--- src/rtl/cam_pkg.sv ---
// Shared types and default geometry for the CAM command sequencer.
package cam_pkg;

  localparam int unsigned CAM_NUM_ELEMS = 32;
  localparam int unsigned CAM_WORD_BITS = 5;
  localparam int unsigned CAM_WORD_SIZE = 32;

  typedef enum logic [2:0] {
    OP_READ   = 3'd0,
    OP_WRITE  = 3'd1,
    OP_SEARCH = 3'd2,
    OP_INSERT = 3'd3,
    OP_REMOVE = 3'd4
  } op_e;

  typedef enum logic [1:0] {
    S_IDLE,
    S_EXEC,
    S_RESP
  } state_e;

endpackage

--- src/rtl/priorityencoder.sv ---
// Lowest-set-bit priority encoder; valid is low when no request bit is set.
module priorityencoder #(
  parameter int unsigned WIDTH    = 32,
  parameter int unsigned IDX_BITS = 5
) (
  input  logic [WIDTH-1:0]    req,
  output logic [IDX_BITS-1:0] idx,
  output logic                valid
);

  // Scan downwards so the lowest set bit is the last one written.
  always_comb begin
    idx   = '0;
    valid = 1'b0;
    for (int unsigned i = WIDTH; i > 0; i--) begin
      if (req[i-1]) begin
        idx   = IDX_BITS'(i - 1);
        valid = 1'b1;
      end
    end
  end

endmodule

--- src/rtl/cam_ctrl.sv ---
// CAM command sequencer: one command in flight, IDLE -> EXEC -> RESP -> IDLE,
// drives storage strobes and search key in EXEC and registers the response.
module cam_ctrl
  import cam_pkg::*;
#(
  parameter int unsigned NUM_ELEMS = CAM_NUM_ELEMS,
  parameter int unsigned WORD_BITS = CAM_WORD_BITS,
  parameter int unsigned WORD_SIZE = CAM_WORD_SIZE
) (
  input  logic                 clk,
  input  logic                 rst,
  input  logic                 cmd_valid_i,
  output logic                 cmd_ready_o,
  input  logic [2:0]           cmd_op_i,
  input  logic [WORD_BITS-1:0] cmd_index_i,
  input  logic [WORD_SIZE-1:0] cmd_data_i,
  output logic                 rsp_valid_o,
  input  logic                 rsp_ready_i,
  output logic                 rsp_hit_o,
  output logic                 rsp_err_o,
  output logic [WORD_BITS-1:0] rsp_index_o,
  output logic [WORD_SIZE-1:0] rsp_data_o,
  output logic                 st_we_o,
  output logic                 st_clr_o,
  output logic [WORD_BITS-1:0] st_index_o,
  output logic [WORD_SIZE-1:0] st_data_o,
  input  logic [NUM_ELEMS-1:0] st_valid_i,
  input  logic [WORD_SIZE-1:0] st_rdata_i,
  output logic [WORD_SIZE-1:0] srch_key_o,
  input  logic                 srch_valid_i,
  input  logic [WORD_BITS-1:0] srch_index_i
);

  state_e state, state_nxt;

  logic [2:0]           lat_op;
  logic [WORD_BITS-1:0] lat_index;
  logic [WORD_SIZE-1:0] lat_data;

  logic                 free_valid;
  logic [WORD_BITS-1:0] free_index;
  logic                 idx_ok;

  logic                 exec_hit, exec_err, exec_we, exec_clr;
  logic [WORD_BITS-1:0] exec_index, exec_st_index;
  logic [WORD_SIZE-1:0] exec_data;

  priorityencoder #(
    .WIDTH    (NUM_ELEMS),
    .IDX_BITS (WORD_BITS)
  ) u_free_enc (
    .req   (~st_valid_i),
    .idx   (free_index),
    .valid (free_valid)
  );

  // A full-range index can never be out of bounds; avoid a constant compare.
  assign idx_ok = (NUM_ELEMS >= (1 << WORD_BITS)) ? 1'b1
                : (lat_index < WORD_BITS'(NUM_ELEMS));

  always_ff @(posedge clk) begin
    if (rst) state <= S_IDLE;
    else     state <= state_nxt;
  end

  always_comb begin
    state_nxt = state;
    case (state)
      S_IDLE:  if (cmd_valid_i) state_nxt = S_EXEC;
      S_EXEC:  state_nxt = S_RESP;
      S_RESP:  if (rsp_ready_i) state_nxt = S_IDLE;
      default: state_nxt = S_IDLE;
    endcase
  end

  always_comb begin
    exec_hit      = 1'b0;
    exec_err      = 1'b0;
    exec_we       = 1'b0;
    exec_clr      = 1'b0;
    exec_index    = '0;
    exec_data     = '0;
    exec_st_index = lat_index;
    case (lat_op)
      OP_READ: begin
        exec_index = lat_index;
        if (idx_ok) begin
          exec_hit  = st_valid_i[lat_index];
          exec_data = st_rdata_i;
        end else begin
          exec_err = 1'b1;
        end
      end
      OP_WRITE: begin
        exec_index = lat_index;
        exec_we    = idx_ok;
        exec_err   = !idx_ok;
      end
      OP_SEARCH: begin
        exec_hit   = srch_valid_i;
        exec_index = srch_valid_i ? srch_index_i : '0;
      end
      OP_INSERT: begin
        if (srch_valid_i) begin
          exec_hit   = 1'b1;
          exec_index = srch_index_i;
        end else if (free_valid) begin
          exec_we       = 1'b1;
          exec_st_index = free_index;
          exec_index    = free_index;
        end else begin
          exec_err = 1'b1;
        end
      end
      OP_REMOVE: begin
        if (srch_valid_i) begin
          exec_hit      = 1'b1;
          exec_clr      = 1'b1;
          exec_st_index = srch_index_i;
          exec_index    = srch_index_i;
        end
      end
      default: exec_err = 1'b1;
    endcase
  end

  // Strobes are gated by rst so a reset during EXEC leaves storage untouched.
  always_comb begin
    cmd_ready_o = (state == S_IDLE);
    rsp_valid_o = (state == S_RESP);
    st_we_o     = (state == S_EXEC) && !rst && exec_we;
    st_clr_o    = (state == S_EXEC) && !rst && exec_clr;
    st_index_o  = exec_st_index;
    st_data_o   = lat_data;
    srch_key_o  = lat_data;
  end

  always_ff @(posedge clk) begin
    if (rst) begin
      lat_op      <= '0;
      lat_index   <= '0;
      lat_data    <= '0;
      rsp_hit_o   <= 1'b0;
      rsp_err_o   <= 1'b0;
      rsp_index_o <= '0;
      rsp_data_o  <= '0;
    end else begin
      if (state == S_IDLE && cmd_valid_i) begin
        lat_op    <= cmd_op_i;
        lat_index <= cmd_index_i;
        lat_data  <= cmd_data_i;
      end
      if (state == S_EXEC) begin
        rsp_hit_o   <= exec_hit;
        rsp_err_o   <= exec_err;
        rsp_index_o <= exec_index;
        rsp_data_o  <= exec_data;
      end
    end
  end

endmodule

--- config.mk ---
export PLATFORM = sky130hd
export DESIGN_NAME = cam_ctrl
export DESIGN_NICKNAME = d
export VERILOG_FILES = /design/src/rtl/cam_pkg.sv /design/src/rtl/priorityencoder.sv /design/src/rtl/cam_ctrl.sv
export SDC_FILE = /design/constraint.sdc
export NUM_CORES = 1
export LEC_CHECK = 0
export BUFFER_PORTS_ARGS = -buffer_cell sky130_fd_sc_hd__buf_2
export CAP_MARGIN = 20
export CORE_MARGIN = 1
export CORE_UTILIZATION = 44
export DETAILED_ROUTE_END_ITERATION = 10
export PLACE_DENSITY = 0.86
export SETUP_SLACK_MARGIN = 0.3
export SLEW_MARGIN = 20
export SYNTH_ARGS = -nofsm -noshare
export SYNTH_HDL_FRONTEND = slang
export SYNTH_SLANG_ARGS = --single-unit
--- constraint.sdc ---
create_clock -name clk -period 2.3 [get_ports clk]
set_input_delay 0 -clock clk [delete_from_list [all_inputs] [get_ports clk]]
set_output_delay 0 -clock clk [all_outputs]
set_load 0.02 [all_outputs]
==> results of run 1 <==
## sequential cells by signal, indices dropped and copies added (netlist names)
signal and flops:
state 2, lat_index 5, lat_op 3, srch_key_o 32, rsp_data_o 32, rsp_hit_o 1
rsp_err_o 1, rsp_index_o 5
## kinds of logic after synthesis
family	Yosys count	synth area share
AOI/OAI and AO/OA	134	0.2040
DFF	81	0.4055
and+or+nand+nor	200	0.2259
buffers and inverters	75	0.1007
muxes	14	0.06383
## stage by stage
step / hold slack (ns) / worst slack, ns / util / total power [mW] / instances
final: 0.1254 / 0.4063 / 0.6830 / 3.469 / 873
after global placement: 0.2323 / 0.3286 / 0.5690 / 2.273 / 781
after floorplan: 0.1360 / 0.4043 / - / 2.029 / 504
after detailed placement: 0.2438 / 0.3132 / 0.5690 / 2.297 / 781
after CTS: 0.09919 / 0.2744 / 0.6769 / 3.484 / 870
after global routing: 0.1452 / 0.2848 / 0.6830 / 3.637 / 873
## per-layer routing
metal  routed length [um]  global-route usage
met5                    0                   0
met4                  511              0.1471
met3                 1001             0.05540
met2                 7121              0.5179
met1                 5235              0.3122
## cell usage after synthesis (2+ instances only)
| cell type | count |
|---|---|
| nand2b_1 | 8 |
| nor4_1 | 2 |
| a21boi_0 | 2 |
| and3_1 | 3 |
| a22oi_1 | 32 |
| dfxtp_1 | 81 |
| nand3_1 | 12 |
| nor2b_1 | 5 |
| a21oi_1 | 59 |
| nor2_1 | 42 |
| buf_4 | 32 |
| mux2_2 | 2 |
| clkbuf_1 | 33 |
| o31ai_1 | 2 |
| nor3_1 | 3 |
| a211oi_1 | 6 |
| and2_1 | 2 |
| inv_1 | 9 |
| nand4_1 | 10 |
| nand2_1 | 101 |
| and4_1 | 2 |
| o21ai_0 | 17 |
| a31oi_1 | 3 |
| o21ai_1 | 2 |
| nand3b_1 | 2 |
| mux4_2 | 9 |
| a221oi_1 | 3 |
| mux2i_1 | 3 |
## power by group through the flow
stage,sequential [mW],clock [mW],combinational (mW)
5_1_grt,1.55,1.18,0.902
3_5_place_dp,1.57,0,0.727
6_report,1.54,1.08,0.843
4_1_cts,1.54,1.12,0.824
2_1_floorplan,1.63,0,0.396
3_3_place_gp,1.57,0,0.707
## tightest hold or removal path, cell delays in order
cell	delay [ns]
buf_2	0.10
nand2_1	0.06
o21ai_0	0.07
o21ai_0	0.10
a21oi_1	0.12
## worst max-delay path by stage
stage                  from            end  slack, ns  cells past startpoint
2_1_floorplan  lat_index[3]      rsp_hit_o       0.40                      6
3_3_place_gp   lat_index[1]      rsp_hit_o       0.33                      5
3_5_place_dp   lat_index[1]      rsp_hit_o       0.31                      4
4_1_cts           lat_op[1]  st_index_o[2]       0.27                      6
5_1_grt           lat_op[1]  st_index_o[1]       0.28                      7
6_report          lat_op[1]  st_index_o[1]       0.41                      7
## final cells by class
class,instances,area [sq um],share of cell area
clock buffers,9,123.9,0.02069
inverters,9,33.78,0.005644
clock inverters,7,81.33,0.01359
flip-flops and latches,81,1633,0.2728
repair buffers,311,1967,0.3286
multi-input cells,348,2012,0.3361
well taps,108,135.1,0.02258
## cells in the final DEF, fill, tap and decap left out, types with 10 or more instances in the layout
cell,n
nand4_1,10
o21ai_0,17
dlygate4sd3_1,73
nand2_1,101
a22oi_1,32
buf_2,225
nor2_1,40
buf_4,12
nand3_1,12
dfxtp_1,76
a21oi_1,59
## timing repair
item                       4_1_cts  5_1_grt
hold buffers                    73        0
hold endpoints to repair        73        0
setup endpoints to repair        5        5
setup buffers                    0        3
resized for setup                4       10
pin swaps                        0        2
==> reports/qor.yml, run 1 <==
outcome:
  status: "finished clean"
power_and_ir_drop:
  p_leak_nw: 2.798
  irDropWorstVdd_mv: 0.4160
  internal_power_mw: 2.367
  power_density_nw_per_um2: 579.5
  pwr-share-comb: 0.243
  pwr-share-seq: 0.445
  clkPwrFrac: 0.312
  power_switching_mw: 1.102
  swShare: 0.3177
worst_hold_path:
  whs_path_depth: 5
  hold_class: "in2reg"
  hold_path_end: "rsp_index_o[2]"
  min_from: "srch_index_i[2]"
global_routing:
  grt_pass1_vias: 4564
  grt_max_degree: 44
  grt_pass1_wl_mm: 21.71
  antenna_found_initial: 0
  grtUsageTotal: 0.2845
  overflow: 0
setup_path:
  crit_slowest_cell: "dfxtp_4"
  slowest_delay_ns: 0.41
  worstReg2RegStart: "lat_index[1]"
  cp-start-kind: "flop"
  arrival_ns: 1.89
  crit_buf_inv: 1
  crit_path_max_fanout: 12
  crit_top_cell: "o21ai_0"
  worstPathRequired_ns: 2.30
  cp_cell_sequence: "nand3b_1 -> nor2_4 -> o21ai_2 -> nor2_1 -> o21ai_0 -> o21ai_0 -> buf_2"
  crit_path_end_kind: "primary output"
  crit_family: "simple AND/OR/NAND/NOR gates"
  reg2reg_slack_ns: 0.44
  r2r_end: "rsp_hit_o"
  crit_type: "reg2out"
  r2r_cells: 4
yosys:
  netlist.area_leader.share: 0.4055
  synthCells: 504
  ys_top_cells_by_area: "dfxtp_1, nand2_1, a21oi_1, a22oi_1, buf_4"
  synth_area_per_cell_sq_um: 7.934
  ys_async_sr_fraction: 0
  synth_edf_count: 0
  ys_seq_area_frac: 0.4055
  ys_ff_latch: 81
  mappedNetlistNets: 618
  ys_warn_count: 0
  ys.flop_type: "dfxtp_1"
  synth.cell_area_sq_um: 3999
  synth_area_leader_cell: "dfxtp_1"
  yosysUniqueCellTypes: 45
detailed_routing:
  routedWlPerCell_um: 15.89
  initialDrtViolationCount: 352
  ant_nets: 0
  wl_mm: 13.87
  first_pass_iters: 8
  vias_per_cell: 5.485
  vias: 4788
  drc: 0
sta:
  setup_tns_ns: 0
  final-hold-violation-count: 0
  rsz0062_at_grt: "false"
  finClkSkew_ns: 0.01597
  fmax_mhz: 528.1
  relSlewSlack: 0.5054
  fin_crit_ns: 1.894
  worstMarginPinSlew_ns: 0.7419
  slew_violations: 0
  min_period_over_period: 0.8233
  finalSetupViolCount: 0
floorplanning:
  core-area_sq_um: 8763
  rows: 34
  die_h_um: 97.33
  dieWidth_um: 97.33
  die_area_sq_um: 9473
  start_util: 0.4563
  io_pins: 226
clocking:
  cts_buffer_depth: 2
  htreeDepth: 3
  path_clk_slew_ns: 0.09
  clockRootBuffer: "clkbuf_8"
  numCtsBuffers: 9
  clk_latency_ns: 0.36
  cts_tree: "built"
  cts_sinks: 81
placement:
  place_hpwl_mm: 9.000
  gp_congestion: 0.9385
  port_buffers: 225
  place_area_sq_um: 4986
cells_and_area:
  drive_above_1_share: 0.3686
  design_area_sq_um: 5986
  area_growth_pct: 49.69
  nNetsFinal: 874
  diodes: 0
  fillCellCount: 666
run:
  maxCapViolations: 0
Power figures use the tool's default switching activity.
==> run 2: changes to the inputs <==
==> constraint.sdc (replaced) <==
create_clock -name clk -period 1.91 [get_ports clk]
set_input_delay 0 -clock clk [delete_from_list [all_inputs] [get_ports clk]]
set_output_delay 0 -clock clk [all_outputs]
set_load 0.02 [all_outputs]
==> reports/qor.yml, run 2 (synthesis results as in run 1) <==
sta:
  final-hold-violation-count: 0  # unchanged
  min_period_over_period: 0.9462
  relSlewSlack: 0.4827  # -0.02264
  finClkSkew_ns: 0.01423  # -0.001740 ns
  fin_crit_ns: 1.807
  worstMarginPinSlew_ns: 0.7759  # +0.03396 ns
  rsz0062_at_grt: "true"
  setup_tns_ns: 0  # unchanged
  fmax_mhz: 553.3
  finalSetupViolCount: 0  # unchanged
  slew_violations: 0  # unchanged
global_routing:
  met3_usage: 0.05324  # -0.002158
  antenna_found_initial: 0  # unchanged
  grtUsageTotal: 0.2995  # +0.01496
  overflow: 0  # unchanged
  grt_pass1_wl_mm: 22.83  # +5.1%
  grt_max_degree: 78  # +77%
  top_usage_layer: "met2"
  grt_use_met1: 0.3200  # +0.007774
  grt_use_met2: 0.5515  # +0.03359
  grt_pass1_vias: 4732  # +3.7%
placement:
  port_buffers: 225  # unchanged
  post-place-cells: 794  # +1.7%
  gp_congestion: 0.9658  # +2.9%
  place_hpwl_mm: 9.318  # +3.5%
setup_path:
  worstPathRequired_ns: 2.10  # -0.20 ns
  arrival_ns: 1.99  # +0.10 ns
  crit_path_end_kind: "flop"
  crit_path_max_fanout: 7  # -5
  reg2reg_slack_ns: 0.10  # -0.34 ns
  r2r_cells: 5  # +1
  r2r_end: "rsp_hit_o"
  worstReg2RegStart: "lat_index[1]"
  cp-start-kind: "flop"
  crit_type: "reg2reg"
floorplanning:
  core-area_sq_um: 8763  # unchanged
  dieWidth_um: 97.33  # unchanged
  start_util: 0.4563  # unchanged
  rows: 34  # unchanged
  die_h_um: 97.33  # unchanged
  io_pins: 226  # unchanged
  die_area_sq_um: 9473  # unchanged
detailed_routing:
  ant_nets: 0  # unchanged
  vias: 4911  # +2.6%
  first_pass_iters: 5  # -3
  wl_mm: 14.50  # +4.5%
  vias_per_cell: 5.518  # +0.61%
  drc: 0  # unchanged
  initialDrtViolationCount: 381  # +8.2%
  routedWlPerCell_um: 16.29  # +2.5%
cells_and_area:
  final_cells: 890  # +1.9%
  layout.cells.most_common: "buf_2"
  layout_common_cells: "buf_2, nand2_1, dlygate4sd3_1, dfxtp_1, a21oi_1"
  area_growth_pct: 55.91
  nNetsFinal: 891  # +1.9%
  diodes: 0  # unchanged
  drive_above_1_share: 0.3951  # +0.02651
clocking:
  cts_tree: "built"
  clockRootBuffer: "clkbuf_8"
  path_clk_slew_ns: 0.09  # about the same
  clk_latency_ns: 0.35  # about the same
  htreeDepth: 3  # unchanged
  cts_buffer_depth: 2  # unchanged
  cts_sinks: 81  # unchanged
  numCtsBuffers: 9  # unchanged
power_and_ir_drop:
  power_density_nw_per_um2: 680.9  # +17%
  irDropWorstVdd_mv: 0.3707  # -11%
  p_leak_nw: 2.897  # +3.5%
run:
  maxCapViolations: 0  # unchanged
worst_hold_path:
  hold_class: "in2reg"
  min_from: "srch_index_i[2]"
  whs_path_depth: 5  # unchanged
  hold_path_end: "rsp_index_o[2]"
outcome:
  status: "finished clean"
## run 2: changes by cell type in the layout (fill, tap and decap cells not counted), sizes merged
cell,before,now
dlygate4sd3,73,74
buf,238,254
## run 2: worst max-delay path, cell delays in order, from the launching register on
cell and delay (ns):
dfxtp_4 0.41, mux4_2 0.50, mux2_2 0.28, and3_1 0.19, a211oi_2 0.17, a211oi_1 0.11
## run 2: worst max path at each step
stage / depth (start not counted) / from / slack, ns / end
6_report: 5 / lat_index[1] / 0.10 / rsp_hit_o
4_1_cts: 4 / lat_index[1] / 0.13 / rsp_hit_o
2_1_floorplan: 5 / lat_index[1] / 0.17 / rsp_hit_o
5_1_grt: 5 / lat_index[1] / 0.08 / rsp_hit_o
3_5_place_dp: 4 / lat_index[2] / 0.05 / rsp_hit_o
3_3_place_gp: 5 / lat_index[1] / 0.11 / rsp_hit_o
## run 2: power breakdown
part	internal [mW]	switching [mW]
registers	1.78	0.0759
logic	0.479	0.597
clock network	0.632	0.682
total	2.89	1.35
## run 2: layout make-up
cell class              count  area [sq um]
clock buffers               9         123.9
clock inverters             7         83.83
fillers                   651          2529
inverters                   9         33.78
multi-input cells         348          2095
flip-flops and latches     81          1643
well taps                 108         135.1
repair buffers            328          2121
## run 2: repair_timing
item	4_1_cts	5_1_grt
endpoints found under the setup margin	10	9
endpoints found under the hold margin	76	0
setup buffers	4	2
pin swaps	3	5
resized for setup	27	17
hold buffers	74	0
## run 2: through the flow
| step | area (sq um) | hold slack, ns | util | power (mW) | worst slack, ns |
|---|---|---|---|---|---|
| after floorplan | 4018 | 0.1284 | - | 2.450 | 0.1697 |
| after global placement | 5085 | 0.2331 | 0.5802 | 2.756 | 0.1062 |
| after detailed placement | 5085 | 0.2438 | 0.5802 | 2.784 | 0.05086 |
| after CTS | 6152 | 0.08838 | 0.7020 | 4.234 | 0.1293 |
| after global routing | 6235 | 0.1501 | 0.7115 | 4.444 | 0.08248 |
| final | 6235 | 0.1185 | 0.7115 | 4.245 | 0.1028 |
## run 2: routing by layer
layer  vias to the layer above  wire length [um]
met2                       305              7401
met4                         0               626
met5                         -                 0
li1                       2288                 -
met1                      2258              5494
met3                        60               974
==> run 3: changes to the inputs <==
--- a/config.mk
+++ b/config.mk
@@ -5,7 +5,7 @@
 export SDC_FILE = /design/constraint.sdc
 export NUM_CORES = 1
 export LEC_CHECK = 0
-export BUFFER_PORTS_ARGS = -buffer_cell sky130_fd_sc_hd__buf_2
+export BUFFER_PORTS_ARGS = -buffer_cell sky130_fd_sc_hd__clkbuf_2
 export CAP_MARGIN = 20
 export CORE_MARGIN = 1
 export CORE_UTILIZATION = 44
==> reports/qor.yml, run 3 (synthesis results as in run 1) <==
global_routing:
  antenna_found_initial: 0  # unchanged
  grtUsageTotal: 0.2957  # -0.003798
  overflow: 0  # unchanged
  grt_max_degree: 83  # +6.4%
  grt_pass1_vias: 4670  # -1.3%
  grt_pass1_wl_mm: 22.57  # -1.1%
clocking:
  cts_tree: "built"
  cts_sinks: 81  # unchanged
  htreeDepth: 3  # unchanged
  clk_latency_ns: 0.35  # about the same
  numCtsBuffers: 9  # unchanged
  cts_buffer_depth: 2  # unchanged
  clockRootBuffer: "clkbuf_8"
  path_clk_slew_ns: 0.09  # about the same
floorplanning:
  die_h_um: 97.33  # unchanged
  dieWidth_um: 97.33  # unchanged
  core-area_sq_um: 8763  # unchanged
  rows: 34  # unchanged
  io_pins: 226  # unchanged
  die_area_sq_um: 9473  # unchanged
  start_util: 0.4563  # unchanged
setup_path:
  crit_type: "reg2reg"
  crit_family: "multiplexers"
  slowest_delay_ns: 0.51  # about the same
  worstPathRequired_ns: 2.11  # about the same
  crit_slowest_cell: "mux4_2"
  crit_top_cell: "mux4_2"
  cp-start-kind: "flop"
  crit_buf_inv: 0  # unchanged
  crit_path_max_fanout: 6  # -1
  cp_cell_sequence: "mux4_2 -> mux4_2 -> o21ai_2 -> a211oi_1"
  arrival_ns: 1.96  # -0.03 ns
  crit_path_end_kind: "flop"
cells_and_area:
  drive_above_1_share: 0.4051  # +0.009923
  multiInputGateArea_sq_um: 2095  # unchanged
  regArea_sq_um: 1640  # -0.15%
  layout.cells.most_common: "clkbuf_2"
  diodes: 0  # unchanged
  area_growth_pct: 58.42
  layout_common_cells: "clkbuf_2, nand2_1, dfxtp_1"
  final_cells: 898  # +0.90%
  fillCellCount: 649  # -0.31%
  utilization: 0.7229  # +0.01142
  nNetsFinal: 900  # +1.0%
placement:
  place_ws_ns: 0.06592  # +0.01506 ns
  gp_congestion: 0.9419  # -2.5%
  post-place-cells: 799  # +0.63%
  port_buffers: 225  # unchanged
  place_hpwl_mm: 9.432  # +1.2%
detailed_routing:
  first_pass_iters: 5  # unchanged
  vias_per_cell: 5.413  # -1.9%
  initialDrtViolationCount: 288  # -24%
  vias: 4861  # -1.0%
  wl_mm: 14.54  # +0.29%
  routedWlPerCell_um: 16.19  # -0.60%
  drc: 0  # unchanged
  ant_nets: 0  # unchanged
sta:
  fmax_mhz: 565.6  # +2.2%
  relSlewSlack: 0.4443  # -0.03845
  rsz0062_at_grt: "true"
  slew_violations: 0  # unchanged
  finalSetupViolCount: 0  # unchanged
  finClkSkew_ns: 0.01730  # +0.003070 ns
  min_period_over_period: 0.9257  # -0.02052
  worstMarginPinSlew_ns: 0.8336  # +0.05767 ns
  setup_tns_ns: 0  # unchanged
  fin_crit_ns: 1.768  # -0.03919 ns
  final-hold-violation-count: 0  # unchanged
  worst_slack_ns: 0.1419  # +0.03919 ns
run:
  maxCapViolations: 0  # unchanged
power_and_ir_drop:
  irDropWorstVdd_mv: 0.4861  # +31%
  power_density_nw_per_um2: 683.5  # +0.39%
  design_power_total_mw: 4.330  # +2.0%
  p_leak_nw: 2.910  # +0.44%
worst_hold_path:
  hold_class: "in2reg"
outcome:
  status: "finished clean"
[run 3: worst paths after layout]
kind | from | endpoint | slack (ns) | cells past startpoint
worst max-delay path | lat_index[1] | rsp_hit_o | 0.14 | 4
worst min register to register | rsp_index_o[2] | rsp_index_o[2] | 0.46 | 2
worst max register to register | lat_index[1] | rsp_hit_o | 0.14 | 4
worst min-delay path | srch_index_i[2] | rsp_index_o[2] | 0.12 | 5
[run 3: timing repair]
| action | 4_1_cts | 5_1_grt |
|---|---|---|
| gates resized for setup | 29 | 32 |
| endpoints found under the hold margin | 73 | 0 |
| pin swaps | 2 | 6 |
| setup endpoints to repair | 12 | 72 |
| hold buffers | 73 | 0 |
| gates cloned | 0 | 3 |
| buffers inserted | 6 | 2 |
[run 3: through the flow]
stage	area, sq um	hold slack, ns
3_5_place_dp	5122	0.2291
3_3_place_gp	5122	0.2247
6_report	6335	0.1220
2_1_floorplan	4018	0.1284
4_1_cts	6203	0.1132
5_1_grt	6335	0.1369
[run 3: layout make-up]
| cell class | instances | share of cell area |
|---|---|---|
| clock inverters | 6 | 0.01442 |
| repair buffers | 337 | 0.3498 |
| clock buffers | 9 | 0.01955 |
| multi-input cells | 348 | 0.3306 |
| flip-flops and latches | 81 | 0.2589 |
| well taps | 108 | 0.02133 |
| inverters | 9 | 0.005333 |
[run 3: worst reg2reg max path, cell delays in order, from the launching register on]
cell and delay [ns]:
dfxtp_4 0.40, mux4_2 0.50, mux4_2 0.51, o21ai_2 0.13, a211oi_1 0.08
[run 3: report_power, final]
group / total, mW / switching, mW / internal, mW
logic: 1.09 / 0.603 / 0.491
registers: 1.86 / 0.0796 / 1.78
clock network: 1.38 / 0.638 / 0.739
total: 4.33 / 1.32 / 3.01
[run 3: layer usage]
| metal | GRT usage | routed length [um] | share of wire |
|---|---|---|---|
| met4 | 0.1312 | 488 | 0.034 |
| met1 | 0.3379 | 5603 | 0.39 |
| met5 | 0 | 0 | 0 |
| met2 | 0.5390 | 7572 | 0.52 |
| met3 | 0.04892 | 873 | 0.060 |
